### src/rtl/fifo_pkg.sv
// Shared constants for the single-clock FIFO: read-mode selectors and default geometry.
package fifo_pkg;

  localparam int FWFT_OFF   = 0;
  localparam int FWFT_ON    = 1;

  localparam int DEF_PWIDTH = 4;
  localparam int DEF_DWIDTH = 8;

endpackage

### src/rtl/fifo_mem.sv
// Register-array storage, 2**PWIDTH x DWIDTH, with an asynchronous clear.
// Latency: write lands at the clock edge; read is combinational from raddr.
// Backpressure: none; the caller only asserts we for accepted writes.
module fifo_mem #(
  parameter int PWIDTH = fifo_pkg::DEF_PWIDTH,
  parameter int DWIDTH = fifo_pkg::DEF_DWIDTH
) (
  input  logic              clk,
  input  logic              rst,
  input  logic              we,
  input  logic [PWIDTH-1:0] waddr,
  input  logic [DWIDTH-1:0] wdata,
  input  logic [PWIDTH-1:0] raddr,
  output logic [DWIDTH-1:0] rdata
);

  localparam int DEPTH = 2 ** PWIDTH;

  logic [DWIDTH-1:0] mem [DEPTH];

  always_ff @(posedge clk or negedge rst) begin
    if (!rst) begin
      for (int i = 0; i < DEPTH; i++) begin
        mem[i] <= '0;
      end
    end else if (we) begin
      mem[waddr] <= wdata;
    end
  end

  assign rdata = mem[raddr];

endmodule

### src/rtl/sync_fifo.sv
// Single-clock FIFO with thresholds, occupancy, sticky errors and optional FWFT read.
// Latency: flags/count follow accepted ops by one cycle; std read data 1 cycle after r_acc.
// Backpressure: writes refused while full, reads refused while empty; refusals set sticky flags.
module sync_fifo
  import fifo_pkg::*;
#(
  parameter int PWIDTH    = DEF_PWIDTH,
  parameter int DWIDTH    = DEF_DWIDTH,
  parameter int AFULL_TH  = 2 ** PWIDTH - 2,
  parameter int AEMPTY_TH = 2,
  parameter int FWFT      = FWFT_OFF
) (
  input  logic              clk,
  input  logic              rst,
  input  logic              w_en,
  input  logic              r_en,
  input  logic              clr_err,
  input  logic [DWIDTH-1:0] data_in,
  output logic [DWIDTH-1:0] data_out,
  output logic              full,
  output logic              empty,
  output logic              almost_full,
  output logic              almost_empty,
  output logic [PWIDTH:0]   count,
  output logic              overflow,
  output logic              underflow,
  output logic [PWIDTH-1:0] b_wptr,
  output logic [PWIDTH-1:0] b_rptr
);

  localparam logic [PWIDTH:0] PTR_ONE = (PWIDTH + 1)'(1);
  localparam logic [PWIDTH:0] AF_TH   = (PWIDTH + 1)'(AFULL_TH);
  localparam logic [PWIDTH:0] AE_TH   = (PWIDTH + 1)'(AEMPTY_TH);

  // Extra MSB on each pointer distinguishes full from empty when the low bits match.
  logic [PWIDTH:0]   wptr;
  logic [PWIDTH:0]   rptr;
  logic              w_acc;
  logic              r_acc;
  logic [DWIDTH-1:0] rd_word;

  assign b_wptr = wptr[PWIDTH-1:0];
  assign b_rptr = rptr[PWIDTH-1:0];

  assign empty        = (wptr == rptr);
  assign full         = (wptr[PWIDTH] != rptr[PWIDTH]) && (b_wptr == b_rptr);
  assign count        = wptr - rptr;
  assign almost_full  = (count >= AF_TH);
  assign almost_empty = (count <= AE_TH);

  assign w_acc = w_en && !full;
  assign r_acc = r_en && !empty;

  fifo_mem #(
    .PWIDTH (PWIDTH),
    .DWIDTH (DWIDTH)
  ) u_mem (
    .clk   (clk),
    .rst   (rst),
    .we    (w_acc),
    .waddr (b_wptr),
    .wdata (data_in),
    .raddr (b_rptr),
    .rdata (rd_word)
  );

  always_ff @(posedge clk or negedge rst) begin
    if (!rst) begin
      wptr <= '0;
      rptr <= '0;
    end else begin
      if (w_acc) wptr <= wptr + PTR_ONE;
      if (r_acc) rptr <= rptr + PTR_ONE;
    end
  end

  // A fresh error in the same cycle as clr_err keeps the flag set.
  always_ff @(posedge clk or negedge rst) begin
    if (!rst) begin
      overflow  <= 1'b0;
      underflow <= 1'b0;
    end else begin
      overflow  <= (w_en && full)  || (overflow  && !clr_err);
      underflow <= (r_en && empty) || (underflow && !clr_err);
    end
  end

  generate
    if (FWFT == FWFT_ON) begin : g_fwft
      assign data_out = rd_word;
    end else begin : g_std
      always_ff @(posedge clk or negedge rst) begin
        if (!rst) begin
          data_out <= '0;
        end else if (r_acc) begin
          data_out <= rd_word;
        end
      end
    end
  endgenerate

endmodule
### config.mk
export PLATFORM = sky130hd
export DESIGN_NAME = sync_fifo
export DESIGN_NICKNAME = d
export VERILOG_FILES = /design/src/rtl/fifo_pkg.sv /design/src/rtl/fifo_mem.sv /design/src/rtl/sync_fifo.sv
export SDC_FILE = /design/constraint.sdc
export NUM_CORES = 1
export LEC_CHECK = 0
export ABC_AREA = 1
export CORE_MARGIN = 1
export CORE_UTILIZATION = 41
export CTS_CLUSTER_DIAMETER = 100
export CTS_CLUSTER_SIZE = 8
export DETAILED_ROUTE_END_ITERATION = 10
export PLACE_DENSITY = 0.61
export SLEW_MARGIN = 40
export SYNTH_ARGS = -nofsm -noshare
export SYNTH_HDL_FRONTEND = slang
export SYNTH_SLANG_ARGS = --single-unit
### constraint.sdc
create_clock -name clk -period 4 [get_ports clk]
set_clock_uncertainty 0.2 [all_clocks]
set_input_delay 0.8 -clock clk [delete_from_list [all_inputs] [get_ports clk]]
set_output_delay 0.8 -clock clk [all_outputs]
set_load 0.02 [all_outputs]
Word level (Yosys, flattened, before mapping)
Index checks and enable logic that the tools add are counted.

Flip-flop bits (word level): 148. Output and inout bits: 27. Word-level logic and storage cells: 53.

Order comparisons: 5. Equality and inequality tests: 3. Muxes and demuxes: 6. Bitwise logic cells: 2. Reduce and logical (&&, ||, !) cells: 13. $add $sub $neg: 3.

Operators with widths (number): bitwise mux 128 bit (1); binary-select mux 8 bit (select 4 bit) (1); demux 8 bit (select 4 bit) (1); two-way mux 8 bit (3); adder 5 x 1 -> 5 bit, second input constant (2); greater-or-equal comparator 5 bit, second input constant (2); inverter 4 -> 5 bit (2); logical AND 1 bit (8); == test 5 bit (1); greater-or-equal comparator 5 x 4 -> 1 bit, second input constant (1); <= comparator 5 x 2 -> 1 bit, second input constant (1); less-than comparator 5 x 1 -> 1 bit, second input constant (1); subtractor 5 bit (1); == test 4 bit (1); logical NOT 1 bit (3); logical OR 1 bit (2); inequality test 1 bit (1).

Logic depth before layout (Yosys ltp)
Gate-level depths: netlist of run 1.

Word-level depth: 6. Gate-level depth with buffers: 14. Depth with buffers taken out: 10.

Modules after synthesis
From an unflattened synthesis of run 1, not the netlist that was laid out.

Cells, all modules: 1006. Area, all modules: 7488.4 um^2.

By module, submodules not included: fifo_mem (area each 6271.0 um^2, seq. area each 3203.1 um^2, cells an instance 850, times used 1); sync_fifo (area each 1217.4 um^2, seq. area each 500.5 um^2, cells an instance 156, times used 1).

Worst setup path before layout of run 1
Ideal clock, no wire load.

Path kind: register to output. Start: register rptr[2]. End: output port almost_full. Data arrival time: 2.272 ns. Cell stages (with the launch flop): 10. Setup slack: 0.728 ns. Path buffers: 2. Required time: 3.000 ns. Cells stage by stage: dfrtp_1 > clkbuf_1 > buf_1 > inv_1 > ha_1 > a21oi_1 > nand2_1 > xor2_1 > nand3_1 > nand2_1.

Word-level cells in the longest chain between the ends: 2.

Ends and longest elaborated chain: start: declaration (line sync_fifo.sv:37) `logic [PWIDTH:0] rptr;`; start signal: assignment (line sync_fifo.sv:73) `if (r_acc) rptr <= rptr + PTR_ONE;`; subtractor 5 bit (line sync_fifo.sv:47) `assign count = wptr - rptr;`; net count[3] (line sync_fifo.sv:24) `output logic [PWIDTH:0] count,`; greater-or-equal comparator 5 x 4 -> 1 bit (line sync_fifo.sv:48) `assign almost_full = (count >= AF_TH);`; end: declaration (line sync_fifo.sv:22) `output logic almost_full,`.

The timed path passes the listed nets, and every way through them passes these cells.

Final worst setup path of run 1
Start: register wptr[0]. End: output port almost_empty.

Word-level cells in the longest chain between the ends: 2.

Ends and longest elaborated chain: start: declaration (line sync_fifo.sv:36) `logic [PWIDTH:0] wptr;`; start signal: assignment (line sync_fifo.sv:72) `if (w_acc) wptr <= wptr + PTR_ONE;`; subtractor 5 bit (line sync_fifo.sv:47); <= comparator 5 x 2 -> 1 bit (line sync_fifo.sv:49) `assign almost_empty = (count <= AE_TH);`; end: declaration (line sync_fifo.sv:23) `output logic almost_empty,`.

No other way between the ends.

==> impl_metrics.tcl, run 1 <==
set metrics [dict create \
    clk_path_buf_depth 2 \
    synth_nets 988 \
    status "completed" \
    ys.flop_type "dfrtp_1" \
    drive_gt1_share_pct 12.5 \
    fmax_mhz 267 \
    place_inst 1190 \
    first_iter_violations 471 \
    die_area_sq_mm 0.0195 \
    syn_avg_cell_area_sq_um 8.06 \
    die_h_um 140 \
    clock_latency_ns 0.43 \
    track_usage_pct 20.8 \
    setup_viol 0 \
    stdcell_count 1223 \
    hold_buffers 0 \
    crit_fanout 5 \
    synth_warnings 0 \
    ys_ff_latch 148 \
    htreeDepth 4 \
    async_reset_ff_share_pct 100 \
    slowest_stage "clkdlybuf4s50_1" \
    post_drt_wl_per_cell_um 15.2 \
    rows 50 \
    synthTopCellsByArea "dfrtp_1 48%, nand2_1 14%, nand3_1 6.0%" \
    max-vdd-ir-drop_mv 0.454 \
    layout.nets 999 \
    cts.sink_count 148 \
    grt_start_max_net_pins 74 \
    hpwl_mm 11.5 \
    crit_start "wptr[0]$_DFFE_PN0P_" \
    io_pins 40 \
    synthTopCellsByCount "292 x nand2_1, 148 x dfrtp_1, 122 x inv_1" \
    hold_violations 0 \
    start_util_pct 41.7 \
    cp_cell_sequence "inv_1, ha_1, inv_1, fa_1, nand3_1, nand2_1, xor2_1, nand2_1, nor2_1, clkdlybuf4s50_1" \
    critPathKind "flop to output pin" \
    slowest_delay_ns 0.60 \
    hold-worst-slack_ns 0.195 \
    grt.overflow.total 0 \
    critPathCaptureType "output pin" \
    drc 0 \
    p_leak_nw 4.32 \
    yosysSeqAreaShare_pct 47.6 \
    syn_to_final_growth_pct 13.0 \
    total_power_mw 7.99 \
    drt.antenna.violating_nets 0 \
    worstReg2RegStart "rptr[0]$_DFFE_PN0P_" \
    r2r_slack_ns 1.02 \
    synth-edff-count 0 \
    n_antenna_cell 0 \
    worst_ep_required_time_ns 3.00 \
    maxCapViolCount 0 \
    relSlewSlack_pct 50.7 \
    ff2ff_path_depth 11 \
    grt_pass1_vias 5596 \
    fin_tns_setup_ns 0 \
    chipWidth_um 140 \
    cp-start-kind "flop" \
    rsz0062_at_grt "false" \
    cts.clk_slew.worst_paths_ns 0.06 \
    finalCritPeriodShare_pct 93.8 \
    setup_slack_ns 0.250 \
    synth.most_common_cell "nand2_1" \
    yosysTopAreaCell "dfrtp_1" \
    r2r_end "data_out[7]$_DFFE_PN0P_" \
    endpoint "almost_empty" \
    worstPathArrival_ns 2.75 \
    root_buffer "clkbuf_16" \
    min_path_type "input pin to async pin" \
    synth.distinct_cells 26 \
    cts_setup_buffers 0 \
    drv_slew 0 \
    drt-total-wl_mm 18.6 \
    cts_tree "built" \
    period_needed_ns 3.75 \
    synth_area_sq_mm 0.00778 \
    grt_pass1_wl_mm 31.1 \
    cts_resized 0 \
    worst_pin_slew_ns 0.739 \
    vias 5905 \
    yosysTopAreaCellShare_pct 47.6 \
    portBuffers 39 \
    power_density_mw_per_mm2 909 \
    place_ws_ns 0.708 \
    drtPass1Iterations 5 \
    place_congestion 0.815 \
    avgViaCountPerCell 4.83 \
    antenna_found_initial 0 \
    synth_cells 965 \
    core-area_sq_mm 0.0186 \
    cts_buffers 17 \
]
logic make-up (layout without fill, tap and decap cells):
family	after synthesis	after routing	synth area share, %
adders and majority gates	10	10	1.70
and+or+nand+nor	474	474	27.2
buffers and inverters	187	211	11.6
AOI/OAI and AO/OA	135	135	10.6
xor gates and xnor gates	11	11	1.24
DFF	148	148	47.6
metrics by stage:
step / utilization [%] / cell area (sq um)
after floorplan: - / 7780
after global routing: 47.2 / 8790
after detailed placement: 43.6 / 8140
after CTS: 47.0 / 8770
after global placement: 43.6 / 8140
final: 47.2 / 8790
layout by cell type (no fill, tap or decap), types with 11 or more instances in the layout:
cell type          n
xor2_1            11
nand2_1          292
clkbuf_16         17
o21ai_2           40
inv_1            121
nand2_2           17
clkdlybuf4s50_1   38
dfrtp_1          147
nor2_1            55
nand3_1           93
o21ai_0           67
o21ai_1           24
per-layer routing:
layer / GRT usage [%] / part of all wire [%] / vias to the layer above
li1: - / - / 3003
met1: 29.6 / 50 / 2801
met2: 31.2 / 45 / 86
met3: 4.65 / 4.0 / 15
met4: 6.88 / 1.0 / 0
met5: 0 / 0 / -
sequential cells by signal (all words and copies together), names as in the netlist:
name and cells:
u_mem.mem 128, data_out 8, rptr 5, wptr 5, overflow 1, underflow 1
worst min-delay path by stage:
| stage | depth (start not counted) | end | slack (ns) |
|---|---|---|---|
| floorplan | 2 | u_mem.mem[100]$_DFFE_PN0P_ | 0.25 |
| global placement | 2 | u_mem.mem[7]$_DFFE_PN0P_ | 0.26 |
| global route | 1 | u_mem.mem[115]$_DFFE_PN0P_ | 0.23 |
| CTS | 1 | data_out[3]$_DFFE_PN0P_ | 0.23 |
| finish | 1 | u_mem.mem[115]$_DFFE_PN0P_ | 0.20 |
| detailed placement | 2 | u_mem.mem[63]$_DFFE_PN0P_ | 0.27 |
report_power, final:
part           leakage [nW]  switching (mW)  internal [mW]
combinational          2.15            2.32           1.42
clock                 0.309           0.644           1.07
sequential             1.86           0.382           2.15
total                  4.32            3.35           4.65
critical path: cells and delay by family, from the launching register on:
kind | cells | cell delay, ns
flip-flops | 1 | 0.42
buffers and inverters | 3 | 0.81
AND/OR/NAND/NOR | 4 | 0.31
adder cells (fa/ha/maj) | 2 | 0.56
XOR/XNOR | 1 | 0.22
cell type report:
cell class              count  area (sq um)
fillers                  1855          9850
multi-input cells         630          3170
well taps                 234           293
clock inverters            13           181
inverters                 130           494
clock buffers              19           453
repair buffers             49           492
flip-flops and latches    148          3700
No activity file was read; power rests on OpenSTA's default activity.
==> inputs of run 2 (changes only) <==
--- a/config.mk
+++ b/config.mk
@@ -6,12 +6,14 @@
 export NUM_CORES = 1
 export LEC_CHECK = 0
 export ABC_AREA = 1
+export CELL_PAD_IN_SITES_DETAIL_PLACEMENT = 1
+export CELL_PAD_IN_SITES_GLOBAL_PLACEMENT = 2
 export CORE_MARGIN = 1
-export CORE_UTILIZATION = 41
+export CORE_UTILIZATION = 39
 export CTS_CLUSTER_DIAMETER = 100
 export CTS_CLUSTER_SIZE = 8
 export DETAILED_ROUTE_END_ITERATION = 10
-export PLACE_DENSITY = 0.61
+export PLACE_DENSITY = 0.87
 export SLEW_MARGIN = 40
 export SYNTH_ARGS = -nofsm -noshare
 export SYNTH_HDL_FRONTEND = slang
==> impl_metrics.tcl, run 2 (synthesis gave the netlist of run 1 again) <==
set metrics [dict create \
    status "completed" \
    drtPass1Iterations 5 \
    cts_buffers 17 \
    syn_to_final_growth_pct 13.6 \
    htreeDepth 4 \
    maxCapViolCount 0 \
    cp-start-kind "flop" \
    critPathKind "flop to output pin" \
    n_antenna_cell 0 \
    start_util_pct 39.9 \
    layout_commonest_cell "nand2_1" \
    hold_violations 0 \
    place_area_sq_mm 0.00819 \
    track_usage_pct 23.0 \
    seqCellArea_sq_mm 0.00370 \
    root_buffer "clkbuf_16" \
    place_inst 1221 \
    worst_pin_slew_ns 0.804 \
    grt.overflow.total 0 \
    drt-total-wl_mm 21.4 \
    period_needed_ns 3.80 \
    drt.antenna.violating_nets 0 \
    grt_use_met2_pct 37.7 \
    die_h_um 143 \
    stdcell_area_sq_mm 0.00884 \
    p_leak_nw 4.32 \
    drc 0 \
    grt_use_met3_pct 3.29 \
    fmax_mhz 263 \
    io_pins 40 \
    largest_reg_flops 128 \
    top_register "u_mem.mem" \
    portBuffers 39 \
    rsz0062_at_grt "false" \
    worst_ep_required_time_ns 3.00 \
    drv_slew 0 \
    grt_pass1_vias 6260 \
    post_drt_wl_per_cell_um 17.0 \
    cts_resized 0 \
    fill_cells 2375 \
    hold_buffers 0 \
    avgViaCountPerCell 4.89 \
    drive_gt1_share_pct 12.2 \
    min_path_type "input pin to async pin" \
    clock_latency_ns 0.43 \
    finalCritPeriodShare_pct 95.1 \
    die_area_sq_mm 0.0205 \
    slowest_stage "clkdlybuf4s50_1" \
    mostFrequentLayoutCells "292 x nand2_1, 147 x dfrtp_1, 120 x inv_1" \
    setup_viol 0 \
    cp_cell_sequence "inv_1, ha_1, inv_1, fa_1, nand3_1, nand2_1, xor2_1, nand2_1, nor2_1, clkdlybuf4s50_1" \
    critPathCaptureType "output pin" \
    place_congestion 0.776 \
    slowest_delay_ns 0.61 \
    vias 6126 \
    cts_setup_buffers 0 \
    grt_pass1_wl_mm 34.9 \
    layout.nets 998 \
    first_iter_violations 312 \
    core-area_sq_mm 0.0195 \
    crit_fanout 5 \
    stdcell_count 1253 \
    reg_top3 "u_mem.mem x128, data_out x8" \
    rows 51 \
    hold-worst-slack_ns 0.167 \
    max-vdd-ir-drop_mv 0.470 \
    grt_start_max_net_pins 80 \
    cts_tree "built" \
    hpwl_mm 13.2 \
    cts.sink_count 148 \
    use_met1_pct 31.5 \
    fin_tns_setup_ns 0 \
    busiest_layer "met2" \
    power_density_mw_per_mm2 921 \
    antenna_found_initial 0 \
    relSlewSlack_pct 46.3 \
    cts.clk_slew.worst_paths_ns 0.06 \
    worstPathArrival_ns 2.80 \
    clk_path_buf_depth 2 \
    multi_input_area_sq_mm 0.00317 \
    chipWidth_um 143 \
]
[run 2: through the flow]
stage                     setup slack [ns]  power, mW  utilization (%)
final                                0.198       8.14             45.3
after global routing                0.0330       8.80             45.3
after CTS                            0.164       8.23             45.2
after detailed placement             0.633       6.40             41.9
after global placement               0.718       6.29             41.9
after floorplan                      0.728       5.21                -
[run 2: path summary, 6_finish.rpt]
check                                     startpoint                         end  slack, ns  cells past startpoint
max                              wptr[0]$_DFFE_PN0P_                almost_empty       0.20                     10
min                                              rst   u_mem.mem[92]$_DFFE_PN0P_       0.17                      1
max reg2reg                      wptr[2]$_DFFE_PN0P_  u_mem.mem[117]$_DFFE_PN0P_       1.49                      9
min reg2reg                u_mem.mem[16]$_DFFE_PN0P_   u_mem.mem[16]$_DFFE_PN0P_       0.28                      2
max in group asynchronous                        rst   u_mem.mem[81]$_DFFE_PN0P_       2.57                      2
min in group clk           u_mem.mem[16]$_DFFE_PN0P_   u_mem.mem[16]$_DFFE_PN0P_       0.28                      2
[run 2: layout make-up]
cell class	instances	share of cell area (%)
Sequential cell	148	41.9
Multi-Input combinational cell	630	35.9
Clock buffer	24	5.68
Inverter	130	5.58
Timing Repair Buffer	48	5.51
Tap cell	265	3.75
Clock inverter	8	1.64
[run 2: critical path, delay by kind of cell, from the launching register on]
family                     cells  cell delay, ns
buffers and inverters          3            0.82
adders and majority gates      2            0.57
DFF                            1            0.42
and+or+nand+nor                4            0.35
xor gates and xnor gates       1            0.21
[run 2: routing by layer]
metal  vias up  share of wire, %
li1       3008                 -
met1      3045                50
met2        54                47
met3        19               1.9
met4         0               1.3
met5         -                 0
[run 2: power by group]
part           internal [mW]  leakage [nW]  switching (mW)
clock network           1.13         0.312           0.643
registers               2.15          1.86           0.389
logic                   1.41          2.14            2.42
==> variant 1 (settings of run 2) <==
Make the reset (`rst`) synchronous in 4 clocked blocks. Comments in the files are not updated.
--- a/src/rtl/fifo_mem.sv
+++ b/src/rtl/fifo_mem.sv
@@ -18,7 +18,7 @@
 
   logic [DWIDTH-1:0] mem [DEPTH];
 
-  always_ff @(posedge clk or negedge rst) begin
+  always_ff @(posedge clk) begin
     if (!rst) begin
       for (int i = 0; i < DEPTH; i++) begin
         mem[i] <= '0;
--- a/src/rtl/sync_fifo.sv
+++ b/src/rtl/sync_fifo.sv
@@ -64,7 +64,7 @@
     .rdata (rd_word)
   );
 
-  always_ff @(posedge clk or negedge rst) begin
+  always_ff @(posedge clk) begin
     if (!rst) begin
       wptr <= '0;
       rptr <= '0;
@@ -75,7 +75,7 @@
   end
 
   // A fresh error in the same cycle as clr_err keeps the flag set.
-  always_ff @(posedge clk or negedge rst) begin
+  always_ff @(posedge clk) begin
     if (!rst) begin
       overflow  <= 1'b0;
       underflow <= 1'b0;
@@ -89,7 +89,7 @@
     if (FWFT == FWFT_ON) begin : g_fwft
       assign data_out = rd_word;
     end else begin : g_std
-      always_ff @(posedge clk or negedge rst) begin
+      always_ff @(posedge clk) begin
         if (!rst) begin
           data_out <= '0;
         end else if (r_acc) begin
Check against the original RTL: differs if rst is asserted again (counterexample within 4 cycles, from zero or initial values and one cycle with rst low); with rst held inactive, the same outputs for 4 cycles.
==> variant 1 against run 2 <==
- sequential share of layout area up 8.5 points
- sequential cell count unchanged
- critical path type unchanged
- design area decreased by 4.7%
- non-clock buffer count is 4 lower
- die area decreased by 5.2%
- highest routed layer unchanged
- routed wire length up 0.36%
- critical path depth is the same
- hold slack improved by 0.12 ns
- synthesized area fell by 5.3%
- worst setup slack better by 0.089 ns
- critical endpoint unchanged
Power is not compared: it rests on default switching activity, and its combinational part moved more than twofold at a synthesized area within 25%.
==> variant 1: results (changes against run 2) <==
Finish
  – Comb_multi_in: 516 (was 630)
  – Register area: 4245 sq um (was 3705 sq um)
  – Final nets: 860 (was 998)
  – Number of non-clock buffers: 44 (was 48)
  – Fraction of layout instances using a drive strength above 1: 0.09658 (was 0.1225)
  – Logic inverters: 110 (was 130)
  – Clock Network Area Fraction: 0.06699 (was 0.07320)
  – Fraction of area in multi-input gates: 0.2949 (was 0.3592)
  – NonClk Buf Share: 0.05080 (was 0.05508)
  – Fillers: 2115 (was 2375)

Routing
  – WL final: 21440 microns (was 21360 microns)
  – DRT iter0 DRCs: 394 (was 312)
  – DR vias: 5634 (was 6126)
  – Vias per cell: 5.226 (was 4.889)

Synthesis
  – Number of enable flip-flop cells after synthesis: 128 (was 0)
  – Post-synth top cells: nand2_1, nor2_1, edfxtp_1, inv_1, nand3_1 (was nand2_1, dfrtp_1, inv_1, nand3_1, o21ai_0)
  – Predominant post-synthesis flop cell: edfxtp_1 (was dfrtp_1)
  – Ys async rst share: 0 (was 1.000)
  – Post-synthesis xor/xnor area fraction: 0.008321 (was 0.01238)
  – Synth Area in Adders: 0.01800 (was 0.01704)
  – Compound-Gate Fraction of Synth Area: 0.02921 (was 0.1063)
  – Mapped Avg Cell Area: 8.975 sq um (was 8.065 sq um)
  – Syn Nets: 844 (was 988)
  – Register area share after synthesis: 0.5760 (was 0.4759)

Pwr
  – Static leakage: between 3 and 4 nW
  – Worst vdd ir: roughly 0.31 mV
  – P_sw: ~1.2 mW

Min path
  – Hold path depth: 2
  – Hold WC Path Type: reg -> reg (was in -> async)

Critical path
  – RR Endpoint: u_mem.mem[8][0] (was u_mem.mem[117])
  – FF-to-FF Start: rptr[2] (was wptr[2])
  – Crit. Startpoint: wptr[0] (unchanged)
  – Flop2flop setup slack: 0.92 ns (was 1.49 ns)
  – Slowest stage delay, CP: 0.63 ns (was 0.61 ns)
  – CP max stage cell: clkdlybuf4s50_1 (unchanged)
  – Worst Path Arrival: 2.71 ns (was 2.80 ns)

GRT
  – Met2 usage: 0.3888 (was 0.3772)
  – Global routing usage on met1: 0.2984 (was 0.3152)
  – Pin count of the biggest net entering global routing: 69 (was 80)
  – Top Usage Layer GRT: met2 (unchanged)
  – Vias in the first global route: 5760 (was 6260)
  – GR met3 Demand/Resource: 0.04164 (was 0.03286)
  – Total track usage: 0.2308 (was 0.2297)
  – First-pass GRT wire length: 32780 microns (was 34850 microns)

Timing
  – Hold slack: 0.2899 ns (was 0.1675 ns)
  – Tightest Pin Transition: 0.7591 ns (was 0.8040 ns)

Status
  – Status: complete, no violations (unchanged)

Place
  – HPWL Detailed: 14340 microns (was 13190 microns)
  – DP Cell Count: 1047 (was 1221)
  – Gpl congestion: 0.8639 (was 0.7756)
variant 1: changes by cell type in the layout (fill, tap and decap cells not counted), sizes merged, moves of 8 or more:
| cell | before | now |
|---|---|---|
| dfxtp | 0 | 20 |
| nand2 | 318 | 200 |
| o21ai | 131 | 12 |
| a21oi | 3 | 31 |
| edfxtp | 0 | 128 |
| inv | 126 | 108 |
| nand3 | 99 | 112 |
| nor2 | 57 | 141 |
| clkbuf | 25 | 17 |
| dfrtp | 148 | 0 |
variant 1: routing by layer:
layer | vias up | part of all wire
li1 | 2663 | -
met1 | 2777 | 0.43
met2 | 162 | 0.49
met3 | 32 | 0.059
met4 | 0 | 0.018
met5 | - | 0
variant 1: metrics by stage:
| step | area [sq um] | worst slack (ns) |
|---|---|---|
| final | 8423 | 0.2863 |
| after global placement | 7849 | 0.7124 |
| after detailed placement | 7856 | 0.5419 |
| after floorplan | 7368 | 0.7425 |
| after global routing | 8423 | 0.1034 |
| after CTS | 8421 | 0.2688 |
==> variant 2 (settings of run 2) <==
Without the edit above. Change the package constant `DEF_DWIDTH` from 8 to 9.
--- a/src/rtl/fifo_pkg.sv
+++ b/src/rtl/fifo_pkg.sv
@@ -5,7 +5,7 @@
   localparam int FWFT_ON    = 1;
 
   localparam int DEF_PWIDTH = 4;
-  localparam int DEF_DWIDTH = 8;
+  localparam int DEF_DWIDTH = 9;
 
 endpackage
 
Interface: changed (resized data_in and data_out); port bits go from 40 to 42. No check against the original RTL was run, so the function may have changed too.
==> variant 2 against run 2 <==
- worst setup slack better by 0.0052 ns
- synthesized area up 10%
- routed wire length up 12%
- global-route usage down 0.20 points
- design area up 8.8%
- largest power group unchanged
- synthesized cell count up 7.7%
- register-to-register slack worse by 0.17 ns
- total power up 7.3%
- sequential cell count up 17
==> variant 2: results (changes against run 2) <==
GRT
  – Global routing usage on met1: 0.3201 (was 0.3152)
  – Vias in the first global route: 6654 (was 6260)
  – GR met3 Demand/Resource: 0.03424 (was 0.03286)
  – Total track usage: 0.2277 (was 0.2297)

Routing
  – DRT iter0 DRCs: 466 (was 312)
  – WL final: 23880 microns (was 21360 microns)
  – Met3 routed WL: 666 microns (was 412 microns)

Finish
  – Fillers: 2549 (was 2375)
  – Clock buf count: 19 (was 24)
  – Fraction of layout instances using a drive strength above 1: 0.1443 (was 0.1225)
  – Finished Core Util: 0.4519 (was 0.4526)
  – Seq cells: 165 (was 148)
  – Final nets: 1071 (was 998)

Synthesis
  – Post-synth top cells: nand2_1, dfrtp_1, inv_1, nand3_1, o21ai_0 (unchanged)
  – Mapped Avg Cell Area: 8.243 sq um (was 8.065 sq um)
  – Synth Area in Adders: 0.01549 (was 0.01704)
  – Top post-synthesis cells by area: dfrtp_1, nand2_1, o21ai_2 (was dfrtp_1, nand2_1, nand3_1)

Place
  – IO Port Bufs: 41 (was 39)
  – DP Cell Count: 1303 (was 1221)
  – DP Area: 8992 sq um (was 8188 sq um)

Die
  – Chip width: 150.2 microns (was 143.3 microns)

Pwr
  – P_sw: 3.789 mW (was 3.453 mW)
  – Static leakage: 4.623 nW (was 4.317 nW)

Critical path
  – Slowest stage delay, CP: 0.63 ns (was 0.61 ns)
  – Reg2reg path depth: 10 (was 9)

Timing
  – Slew headroom: 0.4336 (was 0.4634)

Status
  – Status: complete, no violations (unchanged)
## variant 2: changes by cell type in the layout (fill, tap and decap cells not counted), moves of 12 or more
cell     delta
dfrtp_1    +17
nand2_1    +35
nor2_1     -18
o21ai_1    -24
o21ai_2    +32
inv_1      -12
a21oi_1    +18
nand3_1    +14
## variant 2: worst min path at each step
stage / end / slack [ns]
3_5_place_dp: u_mem.mem[110] / 0.27
5_1_grt: u_mem.mem[66] / 0.21
4_1_cts: u_mem.mem[47] / 0.20
3_3_place_gp: u_mem.mem[105] / 0.26
6_report: u_mem.mem[47] / 0.15
2_1_floorplan: u_mem.mem[36] / 0.25
## variant 2: power by group through the flow
stage	sequential, mW	clock, mW	combinational (mW)
after floorplan	2.84	0	2.88
after global placement	2.86	0	4.02
after detailed placement	2.89	0	4.11
after CTS	2.87	1.79	4.16
after global routing	2.96	1.86	4.58
final	2.87	1.76	4.11
